<file path="src/rtl/bin_to_bcd.sv">
// Sequential binary-to-BCD converter (shift-and-add-3, double dabble) feeding
// the seven-segment display driver; valid/ready input, one-cycle done output.
module bin_to_bcd #(
    parameter int IN_W   = 14,
    parameter int DIGITS = 4
) (
    input  logic                  clk,
    input  logic                  reset,
    input  logic [IN_W-1:0]       bin_in,
    input  logic                  in_valid,
    output logic                  in_ready,
    output logic [4*DIGITS-1:0]   bcd_out,
    output logic                  done,
    output logic                  ovf
);

    localparam int SW    = 4 * (DIGITS + 1);
    localparam int CNT_W = $clog2(IN_W + 1);

    function automatic logic [31:0] pow10(input int n);
        logic [31:0] r;
        r = 32'd1;
        for (int i = 0; i < n; i++) r = r * 32'd10;
        return r;
    endfunction

    localparam logic [31:0]      MAX_VAL = pow10(DIGITS) - 32'd1;
    localparam logic [CNT_W-1:0] LAST    = CNT_W'(IN_W - 1);

    // Adjusted nibbles top out at 12, so no carry ever crosses a nibble boundary.
    function automatic logic [SW-1:0] add3(input logic [SW-1:0] s);
        logic [SW-1:0] r;
        r = s;
        for (int i = 0; i < DIGITS + 1; i++) begin
            if (s[4*i +: 4] >= 4'd5) r[4*i +: 4] = s[4*i +: 4] + 4'd3;
        end
        return r;
    endfunction

    function automatic logic [4*DIGITS-1:0] saturate(input logic pend,
                                                     input logic [4*DIGITS-1:0] s);
        return pend ? {DIGITS{4'h9}} : s;
    endfunction

    typedef enum logic [1:0] {IDLE, SHIFT, LOAD} state_t;

    state_t            state, state_nxt;
    logic [IN_W-1:0]   shift_reg;
    logic [SW-1:0]     scratch;
    logic [CNT_W-1:0]  count;
    logic              ovf_pend;

    always_ff @(posedge clk or posedge reset) begin
        if (reset) state <= IDLE;
        else       state <= state_nxt;
    end

    always_comb begin
        state_nxt = state;
        case (state)
            IDLE:    if (in_valid) state_nxt = SHIFT;
            SHIFT:   if (count == LAST) state_nxt = LOAD;
            LOAD:    state_nxt = IDLE;
            default: state_nxt = IDLE;
        endcase
    end

    always_comb begin
        in_ready = (state == IDLE);
    end

    // Datapath: accept in IDLE, add-3 then shift in SHIFT, publish in LOAD.
    always_ff @(posedge clk or posedge reset) begin
        if (reset) begin
            shift_reg <= '0;
            scratch   <= '0;
            count     <= '0;
            ovf_pend  <= 1'b0;
            bcd_out   <= '0;
            ovf       <= 1'b0;
            done      <= 1'b0;
        end else begin
            done <= 1'b0;
            case (state)
                IDLE: begin
                    if (in_valid) begin
                        shift_reg <= bin_in;
                        scratch   <= '0;
                        count     <= '0;
                        ovf_pend  <= (32'(bin_in) > MAX_VAL);
                    end
                end
                SHIFT: begin
                    {scratch, shift_reg} <= {add3(scratch), shift_reg} << 1;
                    count                <= count + CNT_W'(1);
                end
                LOAD: begin
                    bcd_out <= saturate(ovf_pend, scratch[4*DIGITS-1:0]);
                    ovf     <= ovf_pend;
                    done    <= 1'b1;
                end
                default: ;
            endcase
        end
    end

endmodule

</file>
<file path="config.mk">
export PLATFORM = sky130hd
export DESIGN_NAME = bin_to_bcd
export DESIGN_NICKNAME = d
export VERILOG_FILES = /design/src/rtl/bin_to_bcd.sv
export SDC_FILE = /design/constraint.sdc
export NUM_CORES = 1
export LEC_CHECK = 0
export ABC_AREA = 1
export CORE_ASPECT_RATIO = 1.25
export CORE_UTILIZATION = 55
export CTS_BUF_LIST = sky130_fd_sc_hd__clkbuf_16
export CTS_CLUSTER_DIAMETER = 200
export CTS_CLUSTER_SIZE = 14
export DETAILED_ROUTE_END_ITERATION = 16
export HOLD_SLACK_MARGIN = 0.03
export PLACE_DENSITY = 0.79
export SLEW_MARGIN = 20
export SYNTH_ARGS = -nofsm -noshare
export SYNTH_HDL_FRONTEND = slang
export SYNTH_SLANG_ARGS = --single-unit
</file>
<file path="constraint.sdc">
create_clock -name clk -period 1.9 [get_ports clk]
set_input_delay 0.19 -clock clk [delete_from_list [all_inputs] [get_ports clk]]
set_output_delay 0.19 -clock clk [all_outputs]
set_load 0.1 [all_outputs]
</file>
==> impl_metrics.env <==
export IMPL_status="complete, no violations"
export IMPL_yosys_area_share_adder_pct=4.500
export IMPL_avgSynthCellArea_sq_um=8.476
export IMPL_slew_viol_final=0
export IMPL_cp_required_ns=2.10
export IMPL_initialDrtViolationCount=199
export IMPL_start_util_pct=57.92
export IMPL_grt_overflow_total=0
export IMPL_power_mw=6.397
export IMPL_synthTopCellsByArea="dfrtp_1 50%, nand2_1 13%, inv_1 5.0%"
export IMPL_hpwl_microns=3777
export IMPL_critPathArrivalTime_ns=1.59
export IMPL_max_cap_violations=0
export IMPL_layout_setup_ws_ns=0.5019
export IMPL_routed_wirelength_microns=5480
export IMPL_nFillCells=372
export IMPL_ir_drop_v=0.0007960
export IMPL_ys_types=24
export IMPL_fin_tns_setup_ns=0
export IMPL_final_setup_viol_count=0
export IMPL_finClkSkew_ns=0.006810
export IMPL_async_flop_share_pct=100.0
export IMPL_synth_seq_cells=55
export IMPL_grt_max_degree=56
export IMPL_clk_pin_slew_ns=0.07
export IMPL_place_area_sq_mm=0.003118
export IMPL_hold_buffers=0
export IMPL_period_share_pct=73.59
export IMPL_endpoint_kind="register"
export IMPL_rsz0062_at_grt="false"
export IMPL_nNetsFinal=391
export IMPL_cts_htree_levels=2
export IMPL_cts_root_buf="clkbuf_16"
export IMPL_place_port_buffers=35
export IMPL_grtUsageTotal_pct=23.36
export IMPL_synthTopCellsByCount="96 x nand2_1, 55 x dfrtp_1, 37 x inv_1, 25 x nand3_1, 20 x o21ai_1"
export IMPL_tightest_slew_ns=0.2878
export IMPL_seq_area_frac_synth_pct=49.50
export IMPL_post_place_ws_ns=0.3989
export IMPL_min_path_type="in -> async"
export IMPL_antenna_found_initial=0
export IMPL_slew_headroom_pct=80.81
export IMPL_power_density_mw_per_mm2=1934
export IMPL_area_growth_pct=18.95
export IMPL_synth_xor_xnor_area_share_pct=0
export IMPL_critPathKind="reg -> reg"
export IMPL_drt_pass1_iterations=4
export IMPL_vias=2230
export IMPL_avgViaCountPerCell=5.247
export IMPL_core_sq_mm=0.004800
export IMPL_synth_mux_area_share_pct=0
export IMPL_die_area_sq_mm=0.005345
export IMPL_wire_per_inst_microns=12.89
export IMPL_synth_edff_count=0
export IMPL_synthSimpleGateAreaFrac_pct=23.99
export IMPL_reg2reg_from="state[0]"
export IMPL_hold_viol_final=0
export IMPL_ios=36
export IMPL_timing_fmax_mhz=715.2
export IMPL_startpoint="state[0]"
export IMPL_crit_fanout=19
export IMPL_antenna_cells=0
export IMPL_synth_ff_type="dfrtp_1"
export IMPL_ctsLongestPathBuffers=2
export IMPL_fin_crit_ns=1.398
export IMPL_synth_compound_area_share_pct=12.65
export IMPL_cts_buffers=5
export IMPL_synth_area_sq_mm=0.002780
export IMPL_die_h_microns=81.49
export IMPL_grt_pass1_vias=2202
export IMPL_cts_sinks=55
export IMPL_grt_first_pass_wirelength_microns=9473
export IMPL_cts_setup_buffers=0
export IMPL_p_leak_nw=1.675
export IMPL_cts_resized_gates=0
export IMPL_drc=0
export IMPL_synthCells=328
export IMPL_chipWidth_microns=65.59
export IMPL_yosysWarnings=0
export IMPL_place_congestion=0.8914
export IMPL_rows=28
export IMPL_cts_tree="done"
export IMPL_yosysMostFrequentCell="nand2_1"
export IMPL_timing_hold_ws_ns=0.2791
export IMPL_final_area_sq_mm=0.003307
export IMPL_cp_start_kind="register"
export IMPL_insertion_delay_ns=0.29
export IMPL_syn_num_nets=355
export IMPL_antenna_left=0
export IMPL_synth_top_area_share_pct=49.50
export IMPL_yosysTopAreaCell="dfrtp_1"
export IMPL_synth_top_family_by_area="simple AND/OR/NAND/NOR gates"
export IMPL_drive_gt1_share_pct=16.44
-- critical path, cell delays in order (launching register included) --
cell and delay [ns]:
dfrtp_1 0.44, nor2_4 0.18, nand2_4 0.09, nand2_4 0.21, buf_4 0.24, nand2_1 0.06, o21ai_0 0.08
-- kinds of logic after synthesis --
kind of cell,count (synthesis)
compound gates,58
fa+ha+maj,10
buf+inv,52
flops,55
simple gates,153
-- area by class of cell --
class	count	area, sq um	share of cell area, %
flip-flops and latches	55	1376	41.62
multi-input cells	221	1149	34.73
repair buffers	39	357.8	10.82
inverters	42	160.2	4.843
clock buffers	5	125.1	3.784
well taps	60	75.07	2.270
clock inverters	3	63.81	1.930
-- stage by stage --
stage | util (%) | std cells
after floorplan | - | 328
after detailed placement | 64.96 | 417
after global routing | 68.90 | 425
after global placement | 64.96 | 417
after CTS | 68.90 | 425
final | 68.90 | 425
-- power breakdown --
group	total, mW	switching, mW	internal, mW	leakage [nW]
registers	1.97	0.318	1.65	0.671
logic	3.28	2.33	0.959	0.909
clock network	1.14	0.393	0.750	0.0952
-- layout by cell type, fill, tap and decap left out, types with 2 or more instances in the layout --
cell and count:
bufinv_16 2, nor2_1 17, buf_12 2, o21ai_0 11
nand2_1 96, o21ai_2 15, inv_1 37, nand2_4 2
buf_4 21, nand2_2 3, clkbuf_16 5, nand4_1 7
o21ai_1 20, a21oi_1 10, clkdlybuf4s50_1 16, nand3_1 25
ha_1 10, dfrtp_1 55, inv_2 5
-- worst paths after layout --
path,to,slack [ns],depth (start not counted)
worst max-delay path,shift_reg[6],0.50,6
worst min-delay path,bcd_out[12],0.28,3
worst max register to register,shift_reg[6],0.50,6
worst min register to register,scratch[1],0.49,2
max in group asynchronous,scratch[1],1.38,3
min in group clk,scratch[1],0.49,2
-- metal layers --
metal	global-route usage, %	wire (microns)	part of all wire, %
met1	27.05	2377	43
met2	42.78	2843	52
met3	4.306	175	3.2
met4	8.261	83	1.5
met5	0	0	0
(Power assumes the default switching activity.)
